**src/rtl/delay_meas_ctrl.sv**
```systemverilog
// delay_meas_ctrl: sequences stim pulses for an edge-to-edge delay timer and reports min/max/average of 2^RUNS_LOG2 runs
// Ports: clk, rst (async, active-high); go/abort control; meas_ready/meas_value timer result handshake;
// stim timer start line; busy/done status; avg/min_val/max_val statistics; n_timeout/error lost-run reporting.
module delay_meas_ctrl #(
  parameter int CNT_W     = 16,
  parameter int RUNS_LOG2 = 4,
  parameter int PULSE_LEN = 8,
  parameter int TIMEOUT   = 32768,
  parameter int GAP_LEN   = 256
) (
  input  logic                 clk,
  input  logic                 rst,
  input  logic                 go,
  input  logic                 abort,
  input  logic                 meas_ready,
  input  logic [CNT_W-1:0]     meas_value,
  output logic                 stim,
  output logic                 busy,
  output logic                 done,
  output logic [CNT_W-1:0]     avg,
  output logic [CNT_W-1:0]     min_val,
  output logic [CNT_W-1:0]     max_val,
  output logic [RUNS_LOG2:0]   n_timeout,
  output logic                 error
);
  localparam int SW = CNT_W + RUNS_LOG2;
  localparam int WW = $clog2(TIMEOUT + 1);
  localparam int PW = $clog2((PULSE_LEN > GAP_LEN ? PULSE_LEN : GAP_LEN) + 1);
  typedef enum logic [2:0] {IDLE, PULSE, WAIT, GAP, FINISH} state_t;
  state_t               state;
  logic [SW-1:0]        sum;
  logic [WW-1:0]        wcnt;
  logic [PW-1:0]        pcnt;
  logic [RUNS_LOG2-1:0] run_cnt;
  logic                 got;
  logic                 acc;
  logic                 tmo;
  logic                 pend;
  logic                 gend;
  // only the first strobe of a run is taken; got marks a run already answered during PULSE
  assign acc  = meas_ready && !abort && (state == WAIT || (state == PULSE && !got));
  assign tmo  = state == WAIT && wcnt == WW'(TIMEOUT - 1);
  assign pend = pcnt == PW'(PULSE_LEN - 1);
  assign gend = pcnt == PW'(GAP_LEN - 1);
  always_ff @(posedge clk or posedge rst) begin
    if (rst) begin
      state     <= IDLE;
      stim      <= 1'b0;
      busy      <= 1'b0;
      done      <= 1'b0;
      avg       <= '0;
      min_val   <= '1;
      max_val   <= '0;
      n_timeout <= '0;
      error     <= 1'b0;
      sum       <= '0;
      wcnt      <= '0;
      pcnt      <= '0;
      run_cnt   <= '0;
      got       <= 1'b0;
    end else begin
      done <= 1'b0;
      if (abort && state != IDLE) begin
        state <= IDLE;
        stim  <= 1'b0;
        busy  <= 1'b0;
      end else begin
        case (state)
          IDLE: if (go) begin
            sum       <= '0;
            min_val   <= '1;
            max_val   <= '0;
            n_timeout <= '0;
            error     <= 1'b0;
            run_cnt   <= '0;
            wcnt      <= '0;
            pcnt      <= '0;
            got       <= 1'b0;
            stim      <= 1'b1;
            busy      <= 1'b1;
            state     <= PULSE;
          end
          PULSE: begin
            wcnt <= wcnt + 1'b1;
            pcnt <= pend ? '0 : pcnt + 1'b1;
            if (acc) got <= 1'b1;
            if (pend) begin
              stim  <= 1'b0;
              state <= (got || acc) ? GAP : WAIT;
            end
          end
          WAIT: begin
            wcnt <= wcnt + 1'b1;
            if (acc || tmo) state <= GAP;
            // a strobe landing on the timeout cycle still counts as a valid run
            if (!acc && tmo) n_timeout <= n_timeout + 1'b1;
          end
          GAP: begin
            pcnt <= gend ? '0 : pcnt + 1'b1;
            if (gend) begin
              if (&run_cnt) state <= FINISH;
              else begin
                run_cnt <= run_cnt + 1'b1;
                wcnt    <= '0;
                got     <= 1'b0;
                stim    <= 1'b1;
                state   <= PULSE;
              end
            end
          end
          FINISH: begin
            avg   <= |n_timeout ? '1 : sum[RUNS_LOG2 +: CNT_W];
            error <= |n_timeout;
            done  <= 1'b1;
            busy  <= 1'b0;
            state <= IDLE;
          end
          default: state <= IDLE;
        endcase
      end
      if (acc) begin
        sum     <= sum + SW'(meas_value);
        min_val <= meas_value < min_val ? meas_value : min_val;
        max_val <= meas_value > max_val ? meas_value : max_val;
      end
    end
  end
endmodule
```
**config.mk**
```make
export PLATFORM = sky130hd
export DESIGN_NAME = delay_meas_ctrl
export DESIGN_NICKNAME = d
export VERILOG_FILES = /design/src/rtl/delay_meas_ctrl.sv
export SDC_FILE = /design/constraint.sdc
export NUM_CORES = 1
export LEC_CHECK = 0
export ABC_AREA = 1
export CORE_MARGIN = 5
export CORE_UTILIZATION = 40
export CTS_BUF_LIST = sky130_fd_sc_hd__clkbuf_4
export DETAILED_ROUTE_END_ITERATION = 7
export HOLD_SLACK_MARGIN = 0.08
export PLACE_DENSITY = 0.64
export SYNTH_ARGS = -nofsm -noshare
export SYNTH_HDL_FRONTEND = slang
export SYNTH_SLANG_ARGS = --single-unit
```
**constraint.sdc**
```tcl
create_clock -name clk -period 4.3 [get_ports clk]
set_input_delay 0.43 -clock clk [delete_from_list [all_inputs] [get_ports clk]]
set_output_delay 0.43 -clock clk [all_outputs]
set_load 0.01 [all_outputs]
```
==> metrics.md, run 1 <==
| Metric | Value |
|---|---|
| Setup bufs post-CTS | 0 |
| First-pass GRT wire length | 31200 um |
| Initial core utilization | 0.405 |
| Share of layout cells above drive strength 1 | 0.0617 |
| Period utilisation layout | 0.612 |
| Worst Path Arrival | 3.08 ns |
| Residual DRC | 0 |
| Iteration-0 DRC Markers | 381 |
| Primary FF master, synth | dfrtp_1 |
| Std-Cell Rows | 49 |
| Grt ovf | 0 |
| Final Wtd Congestion | 0.911 |
| Hpwl dp | 14000 um |
| CP max FO | 20 |
| Post-synthesis adder-cell area fraction | 0.0956 |
| Compound-gate portion of the synthesized area | 0.0844 |
| Post-Synth Simple-Gate Area | 0.331 |
| Min Tclk post-route | 2.63 ns |
| Flops & latches, synth | 110 |
| Multiplexer share of the synthesized area | 0 |
| Max-slew violation count | 0 |
| Sequential fraction of the synthesis area | 0.381 |
| Async S/R FF share, synth | 1.00 |
| Clk slew on worst S/H paths | 0.19 ns |
| Ant. Diodes | 0 |
| Kind of critical path | flip-flop to flip-flop |
| Syn_nets | 1102 |
| P per Cell Area | 512 mW/mm^2 |
| Initial antenna violation count | 0 |
| CTS H-tree lvls | 3 |
| CP startpoint kind | flip-flop |
| Die W | 145 um |
| EDFF count, synth | 0 |
| Final ANT Viol Nets | 0 |
| Most common cell after layout, fill and taps aside | nand2_1 |
| Max-cap violation count | 0 |
| RSZ-0062 raised after global routing | no |
| Min Hold Slack | 0.465 ns |
| I/O Buffers | 77 |
| Clock sink count | 110 |
| Post-Route WL | 18600 um |
| Syn Area/Cell | 7.09 sq um |
| Fin Setup TNS | 0 ns |
| CTS Buffer Depth | 2 |
| Hold Vio Cnt, Final | 0 |
| Clock latency on the worst-skew pair | 0.51 ns |
| Core area | 0.0180 sq mm |
| CTS tree | yes |
| Type of the worst min-delay path | input pin to async pin |
| Fmax | 380 MHz |
| Largest family of logic cells by synthesized area | simple AND/OR/NAND/NOR gates |
| Worst Path Required | 4.75 ns |
| Io pins | 78 |
| CTS Buf Count | 9 |
| Power, Total | 0.00430 W |
| Post-CTS Resized | 0 |
| Worst-margin pin slew | 0.932 ns |
| Netlist Area Pre-Place | 0.00728 sq mm |
| VDD IR-drop max | 0.359 mV |
| Setup violations, final | 0 |
| Unique masters post-synth | 44 |
| Cells after Synth | 1026 |
| Leakage | 4.29 nW |
| Most frequent cells in the layout | nand2_1, inv_1, nor2_1, dfrtp_1, nand3_1 |
| Setup crit end kind | flip-flop |
| Final design utilization | 0.468 |
| Routed len/inst | 14.0 um |
| Vias in the first global route | 6295 |
| Root buf cell | clkbuf_4 |
| Avg Vias per Cell | 4.90 |
| Drt first pass iters | 5 |
| Clock Skew | 0.0266 ns |
| XOR/XNOR share of the synthesized area | 0.00843 |
| Die Y-Extent | 145 um |
| GR Util All Layers | 0.185 |
| Die area | 0.0210 sq mm |
| Hold buffer count at CTS | 0 |
| Yosys warnings | 0 |
| Slew margin rel. | 0.379 |
| Vias | 6525 |
| Area grow syn2layout | 15.5% |
| Status | complete, no violations |
| Nets | 1173 |
| Largest net degree at the start of global routing | 76 |
-- logic make-up (layout without fill, tap and decap cells) --
| kind of cell | Yosys count | in the layout |
|---|---|---|
| and+or+nand+nor | 561 | 561 |
| buffers and inverters | 178 | 254 |
| AOI/OAI and AO/OA | 115 | 115 |
| DFF | 110 | 110 |
| adders and majority gates | 55 | 55 |
| xor gates and xnor gates | 7 | 7 |
-- layer usage --
| layer | share of wire | vias up | GRT usage |
|---|---|---|---|
| li1 | - | 3394 | - |
| met1 | 0.47 | 3022 | 0.247 |
| met2 | 0.48 | 102 | 0.318 |
| met3 | 0.047 | 7 | 0.0401 |
| met4 | 0.0058 | 0 | 0.0275 |
| met5 | 0 | - | 0 |
-- synthesized netlist by cell type, types with 3 or more instances --
master | count | area share
buf_6 | 3 | 0.0046
dfstp_2 | 16 | 0.058
nor3_1 | 13 | 0.0089
buf_2 | 11 | 0.0076
nor2_1 | 99 | 0.051
o21ai_1 | 5 | 0.0034
inv_2 | 5 | 0.0026
dfrtp_1 | 94 | 0.32
o21ai_0 | 42 | 0.029
or2_2 | 7 | 0.0060
nand2_4 | 3 | 0.0046
nand3b_1 | 5 | 0.0052
nand4_1 | 18 | 0.015
a21oi_1 | 53 | 0.036
nand2_2 | 6 | 0.0052
nand3_1 | 84 | 0.058
o22ai_1 | 3 | 0.0026
xor2_1 | 6 | 0.0072
nand2_1 | 315 | 0.16
inv_1 | 152 | 0.078
ha_1 | 54 | 0.093
-- path summary, 6_finish.rpt --
check | to | slack [ns] | startpoint | cells after the start
worst max-delay path | min_val[10] | 1.67 | state[0] | 11
worst min-delay path | sum[13] | 0.46 | rst | 2
worst max register to register | min_val[10] | 1.67 | state[0] | 11
worst min register to register | sum[3] | 0.51 | sum[3] | 2
max in group asynchronous | min_val[6] | 3.02 | rst | 3
min in group clk | sum[3] | 0.51 | sum[3] | 2
-- where the power goes --
part           switching [W]  leakage, nW  internal [W]
Clock               0.000369       0.0744      0.000236
Combinational        0.00133         2.77      0.000809
Sequential          0.000228         1.45       0.00134
-- area by class of cell --
type / count / area, sq um
repair buffers: 80 / 806
multi-input cells: 738 / 3780
fillers: 1791 / 9560
flip-flops and latches: 110 / 2770
well taps: 229 / 287
clock buffers: 9 / 67.6
inverters: 158 / 596
clock inverters: 7 / 98.8
-- critical path, stage by stage (launching register included) --
cell,delay (ns)
dfrtp_1,0.44
inv_2,0.09
nand2_1,0.10
nor2_4,0.16
inv_2,0.09
nand2_4,0.18
nand3_2,0.44
nor2_1,0.26
nand2_2,0.26
nand2_2,0.37
nand2_1,0.10
nand2_1,0.07
-- metrics by stage --
step	cell area, sq um	setup WS [ns]	std cells
2_1_floorplan	7280	0.994	1026
4_1_cts	8410	1.65	1331
5_1_grt	8410	1.37	1331
3_3_place_gp	8240	1.60	1315
3_5_place_dp	8240	1.57	1315
6_report	8410	1.67	1331
-- state kept, by name, summed over array words and instances, names as in the netlist --
signal,cells
n_timeout,5
wcnt,16
done,1
sum,20
avg,16
pcnt,9
got,1
max_val,16
busy,1
state,3
stim,1
run_cnt,4
min_val,16
error,1
(Power assumes the default switching activity.)
==> run 2: changes to the inputs <==
==> constraint.sdc (replaced) <==
create_clock -name clk -period 2.55 [get_ports clk]
set_input_delay 0.255 -clock clk [delete_from_list [all_inputs] [get_ports clk]]
set_output_delay 0.255 -clock clk [all_outputs]
set_load 0.01 [all_outputs]
==> metrics.md, run 2 (synthesized netlist as in run 1, its figures left out) <==
| Metric | Value |
|---|---|
| Status | complete, no violations |
| Clock Skew | 0.0167 ns (-0.00989 ns) |
| Share of layout cells above drive strength 1 | 0.0735 (+0.0118) |
| Crit. path cell count | 15 (+4) |
| Setup bufs post-CTS | 0 (unchanged) |
| Vias in the first global route | 6417 (+1.9%) |
| Most frequent cells in the layout | nand2_1, inv_1, nor2_1, dfrtp_1, nand3_1 |
| Leakage | 4.37 nW (+1.9%) |
| Worst Path Arrival | 2.67 ns (-0.41 ns) |
| Hpwl dp | 14200 um (+1.3%) |
| Placed instance area | 0.00837 sq mm (+1.6%) |
| Io pins | 78 (unchanged) |
| CTS Buffer Depth | 2 (unchanged) |
| Grt ovf | 0 (unchanged) |
| Number of flip-flops in the largest register | 20 (unchanged) |
| Most frequent CP cell | nor2_1 |
| CTS H-tree lvls | 3 (unchanged) |
| Fmax | 439 MHz (+16%) |
| Max-cap violation count | 0 (unchanged) |
| Residual DRC | 0 (unchanged) |
| Worst Path Required | 2.94 ns (-1.81 ns) |
| Slew margin rel. | 0.626 (+0.247) |
| CTS Buf Count | 9 (unchanged) |
| Fin Setup TNS | 0 ns (unchanged) |
| Multi-input gate area | 0.00378 sq mm (unchanged) |
| Fill count | 1870 (+4.4%) |
| Std-Cell Rows | 49 (unchanged) |
| Clock sink count | 110 (unchanged) |
| Cell area after layout | 0.00853 sq mm (+1.5%) |
| Crit-path cells | ha_1 -> nand2_1 -> nor2_1 -> nand2_1 -> nor2_1 -> inv_1 -> nor2_1 -> ha_1 -> a21oi_1 -> nor2_1 -> nand2_2 -> nor2_2 -> buf_4 -> o21ai_0 -> o21a_1 |
| Clock latency on the worst-skew pair | 0.49 ns (-0.02 ns) |
| CP peak stage delay | 0.41 ns (-0.03 ns) |
| Max-slew violation count | 0 (unchanged) |
| Seq. cell area | 0.00277 sq mm (unchanged) |
| Post-CTS Resized | 0 (unchanged) |
| CTS tree | yes |
| Final ANT Viol Nets | 0 (unchanged) |
| Type of the worst min-delay path | input pin to async pin |
| Crit-path leading delay family | simple AND/OR/NAND/NOR gates |
| Most common cell after layout, fill and taps aside | nand2_1 |
| Post-Route WL | 18600 um (+0.20%) |
| Hold buffer count at CTS | 0 (unchanged) |
| P per Cell Area | 859 mW/mm^2 (+68%) |
| CP startpoint kind | flip-flop |
| Nets | 1187 (+1.2%) |
| RSZ-0062 raised after global routing | no |
| Setup violations, final | 0 (unchanged) |
| I/O Buffers | 77 (unchanged) |
| VDD IR-drop max | 0.389 mV (+8.3%) |
| Avg Vias per Cell | 4.87 (-0.62%) |
| Die area | 0.0210 sq mm (unchanged) |
| Area grow syn2layout | 17.3% |
| Hold Vio Cnt, Final | 0 (unchanged) |
| GR Util All Layers | 0.186 (+0.000243) |
| Routed len/inst | 13.9 um (-0.84%) |
| Clk slew on worst S/H paths | 0.16 ns (-0.03 ns) |
| CP max FO | 7 (-65%) |
| Cells on worst reg2reg path | 15 (+4) |
| Core area | 0.0180 sq mm (unchanged) |
| Largest net degree at the start of global routing | 49 (-36%) |
| First-pass GRT wire length | 31300 um (+0.28%) |
| Min Tclk post-route | 2.28 ns (-0.354 ns) |
| Most flop-heavy register | sum |
| Die W | 145 um (unchanged) |
| Initial antenna violation count | 0 (unchanged) |
| Iteration-0 DRC Markers | 336 (-12%) |
| Initial core utilization | 0.405 (unchanged) |
| Die Y-Extent | 145 um (unchanged) |
| Ant. Diodes | 0 (unchanged) |
| Root buf cell | clkbuf_4 |
| Crit-path slowest cell | dfrtp_1 |
| Drt first pass iters | 5 (unchanged) |
| Period utilisation layout | 0.893 (+0.281) |
| Worst-margin pin slew | 0.560 ns (-0.372 ns) |
| Kind of critical path | flip-flop to flip-flop |
| Buffer and inverter count on the worst path | 2 (unchanged) |
| Setup crit end kind | flip-flop |
| Final Wtd Congestion | 0.947 (+4.0%) |
| Vias | 6553 (+0.43%) |
## run 2: power breakdown
| part | switching (W) | internal, W | total (W) | leakage, nW |
|---|---|---|---|---|
| clock network | 0.000612 | 0.000408 | 0.00102 | 0.0844 |
| logic | 0.00226 | 0.00144 | 0.00370 | 2.84 |
| registers | 0.000360 | 0.00225 | 0.00261 | 1.45 |
| total | 0.00323 | 0.00410 | 0.00733 | 4.37 |
## run 2: layer usage
metal,track usage,wire (um)
met1,0.248,8760
met3,0.0204,629
met5,0,0
met4,0.0653,483
met2,0.313,8780
## run 2: path summary, 6_finish.rpt
check / endpoint / slack [ns] / from
min: wcnt[12] / 0.15 / rst
max reg2reg: run_cnt[0] / 0.27 / pcnt[0]
min reg2reg: min_val[4] / 0.51 / min_val[4]
min in group clk: min_val[0] / 0.49 / meas_value[0]
max: run_cnt[0] / 0.27 / pcnt[0]
max in group asynchronous: min_val[14] / 1.75 / rst
## run 2: cell type report
type / count / share of cell area
flip-flops and latches: 110 / 0.325
clock inverters: 6 / 0.00997
clock buffers: 10 / 0.00880
multi-input cells: 738 / 0.443
repair buffers: 94 / 0.110
well taps: 229 / 0.0336
inverters: 158 / 0.0700
## run 2: per-stage QoR
step / setup WS [ns] / cells / hold slack (ns) / utilization / total power [W]
6_report: 0.272 / 1345 / 0.146 / 0.475 / 0.00733
5_1_grt: 0.00965 / 1345 / 0.155 / 0.475 / 0.00804
4_1_cts: 0.245 / 1345 / 0.122 / 0.475 / 0.00742
3_5_place_dp: 0.162 / 1329 / 0.474 / 0.466 / 0.00637
3_3_place_gp: 0.168 / 1329 / 0.473 / 0.466 / 0.00631
2_1_floorplan: 0.613 / 1026 / 0.445 / - / 0.00511
==> run 3: changes to the inputs <==
--- a/config.mk
+++ b/config.mk
@@ -6,7 +6,7 @@
 export NUM_CORES = 1
 export LEC_CHECK = 0
 export ABC_AREA = 1
-export CORE_MARGIN = 5
+export CORE_MARGIN = 2
 export CORE_UTILIZATION = 40
 export CTS_BUF_LIST = sky130_fd_sc_hd__clkbuf_4
 export DETAILED_ROUTE_END_ITERATION = 7
==> metrics.md, run 3 (synthesized netlist as in run 1, its figures left out) <==
| Metric | Value |
|---|---|
| CP max FO | 10 (+3) |
| Clock latency on the worst-skew pair | 0.50 ns (about the same) |
| Most frequent cells in the layout | nand2_1, inv_1, nor2_1, dfrtp_1, nand3_1 |
| Die area | 0.0193 sq mm (-8.1%) |
| CP peak stage delay | 0.41 ns (about the same) |
| Crit-path slowest cell | dfrtp_1 |
| Worst Path Arrival | 2.63 ns (-0.04 ns) |
| Cells on worst reg2reg path | 16 (+1) |
| Fin Setup TNS | 0 ns (unchanged) |
| Max-slew violation count | 0 (unchanged) |
| Setup crit end kind | flip-flop |
| Clock share of power | 0.139 (about the same) |
| Cell area after layout | 0.00855 sq mm (+0.21%) |
| CP startpoint kind | flip-flop |
| Drt first pass iters | 5 (unchanged) |
| Std-Cell Rows | 49 (unchanged) |
| Core area | 0.0179 sq mm (-0.34%) |
| Routed len/inst | 13.4 um (-3.4%) |
| Kind of critical path | flip-flop to flip-flop |
| Grt ovf | 0 (unchanged) |
| CTS tree | yes |
| VDD IR-drop max | 0.486 mV (+25%) |
| Post-CTS Resized | 0 (unchanged) |
| Comb pwr share | 0.505 (about the same) |
| Setup violations, final | 0 (unchanged) |
| Final Wtd Congestion | 0.929 (-1.9%) |
| Io pins | 78 (unchanged) |
| Start of the worst register-to-register path | pcnt[0] |
| Number of flip-flops in the largest register | 20 (unchanged) |
| Area grow syn2layout | 17.5% |
| Hold Vio Cnt, Final | 0 (unchanged) |
| Clk slew on worst S/H paths | 0.17 ns (about the same) |
| Final ANT Viol Nets | 0 (unchanged) |
| Initial antenna violation count | 1 (+1) |
| Vias | 6525 (-0.43%) |
| Type of the worst min-delay path | input pin to async pin |
| Int Power | 0.00410 W (+0.19%) |
| Hold buffer count at CTS | 0 (unchanged) |
| Avg Vias per Cell | 4.84 (-0.65%) |
| Nets | 1189 (+0.17%) |
| Initial core utilization | 0.406 (+0.00139) |
| Die Y-Extent | 139 um (-4.1%) |
| Placed instance area | 0.00839 sq mm (+0.18%) |
| First-pass GRT wire length | 30900 um (-1.4%) |
| GR Util All Layers | 0.195 (+0.00964) |
| Hpwl dp | 13800 um (-2.8%) |
| Fmax | 445 MHz (+1.4%) |
| Crit-path cells | ha_1 -> nand2_1 -> nor2_1 -> nand2_1 -> nor2_1 -> inv_1 -> nor2_1 -> ha_1 -> a21oi_1 -> nor2_1 -> nand2_2 -> buf_4 -> nor2_1 -> nand3_1 -> nand2_1 -> nor2_1 |
| Leakage | 4.38 nW (+0.17%) |
| Flop pwr share | 0.357 (about the same) |
| Status | complete, no violations |
| Clock Skew | 0.0294 ns (+0.0127 ns) |
| Min Tclk post-route | 2.25 ns (-0.0309 ns) |
| Buffer and inverter count on the worst path | 2 (unchanged) |
| CTS H-tree lvls | 3 (unchanged) |
| Most frequent CP cell | nor2_1 |
| CTS Buffer Depth | 2 (unchanged) |
| I/O Buffers | 77 (unchanged) |
| Post-Route WL | 18000 um (-3.2%) |
| FF-to-FF setup slack | 0.30 ns (+0.03 ns) |
| Most common cell after layout, fill and taps aside | nand2_1 |
| Setup bufs post-CTS | 0 (unchanged) |
| Worst Path Required | 2.93 ns (about the same) |
| Vias in the first global route | 6321 (-1.5%) |
| Most flop-heavy register | sum |
| Slew margin rel. | 0.570 (-0.0565) |
| Largest net degree at the start of global routing | 38 (-22%) |
| Power, Total | 0.00732 W (-0.18%) |
| Share of layout cells above drive strength 1 | 0.0743 (+0.000829) |
| Max-cap violation count | 0 (unchanged) |
| Switching share of power | 0.439 (-0.00204) |
| Die W | 139 um (-4.1%) |
| P per Cell Area | 856 mW/mm^2 (-0.38%) |
| Residual DRC | 0 (unchanged) |
| Period utilisation layout | 0.881 (-0.0121) |
| Iteration-0 DRC Markers | 358 (+6.5%) |
| Clock sink count | 110 (unchanged) |
| RSZ-0062 raised after global routing | no |
| Worst-margin pin slew | 0.644 ns (+0.0845 ns) |
| Terminus of the critical flop-to-flop path | wcnt[11] |
| Net Sw Power | 0.00321 W (-0.64%) |
| Root buf cell | clkbuf_4 |
| CTS Buf Count | 9 (unchanged) |
| Crit-path leading delay family | simple AND/OR/NAND/NOR gates |
## run 3: changes by cell type in the layout (fill, tap and decap cells not counted)
cell        before  now
buf_4           14   16
diode_2          0    2
clkbuf_4        10   11
clkinv_1         2    1
clkinv_2         1    0
clkinvlp_4       2    3
inv_1          150  151
inv_2            6    5
inv_6            1    0
## run 3: routing by layer
metal | vias to the layer above | routed length (um) | global-route usage
met5 | - | 0 | 0
met4 | 0 | 306 | 0.0484
met3 | 18 | 626 | 0.0366
met2 | 102 | 8520 | 0.326
met1 | 2982 | 8590 | 0.263
li1 | 3423 | - | -
## run 3: worst register-to-register path: stages (launching register included)
cell,delay (ns)
dfrtp_1,0.41
ha_1,0.18
nand2_1,0.07
nor2_1,0.13
nand2_1,0.09
nor2_1,0.10
inv_1,0.06
nor2_1,0.13
ha_1,0.20
a21oi_1,0.08
nor2_1,0.12
nand2_2,0.11
buf_4,0.19
nor2_1,0.12
nand3_1,0.08
nand2_1,0.06
nor2_1,0.04
## run 3: worst max-delay path by stage
stage / cells after the start / start / end
6_report: 16 / pcnt[0] / wcnt[11]
2_1_floorplan: 15 / pcnt[0] / wcnt[7]
3_5_place_dp: 14 / meas_value[0] / sum[16]
3_3_place_gp: 11 / meas_value[7] / max_val[9]
4_1_cts: 16 / pcnt[0] / wcnt[11]
5_1_grt: 14 / pcnt[0] / got
## run 3: cell type report
| cell class | count | area [sq um] |
|---|---|---|
| Sequential cell | 110 | 2770 |
| Clock inverter | 4 | 75.1 |
| Multi-Input combinational cell | 738 | 3780 |
| Clock buffer | 11 | 82.6 |
| Timing Repair Buffer | 96 | 951 |
| Fill cell | 1837 | 9350 |
| Tap cell | 229 | 287 |
| Antenna cell | 2 | 5.00 |
| Inverter | 158 | 597 |
## run 3: metrics by stage
stage          hold slack [ns]  setup WS (ns)   util  std cells
2_1_floorplan            0.445          0.613      -       1026
6_report                 0.180          0.303  0.478       1348
5_1_grt                  0.191         0.0502  0.478       1348
4_1_cts                  0.166          0.289  0.477       1346
3_3_place_gp             0.472          0.197  0.468       1331
3_5_place_dp             0.473          0.168  0.468       1331
## run 3: power by group through the flow
stage,registers (W),logic (W),clock network [W]
finish,0.00261,0.00369,0.00102
global route,0.00268,0.00425,0.00112
CTS,0.00261,0.00372,0.00105
detailed placement,0.00265,0.00370,0
global placement,0.00265,0.00365,0
floorplan,0.00265,0.00246,0
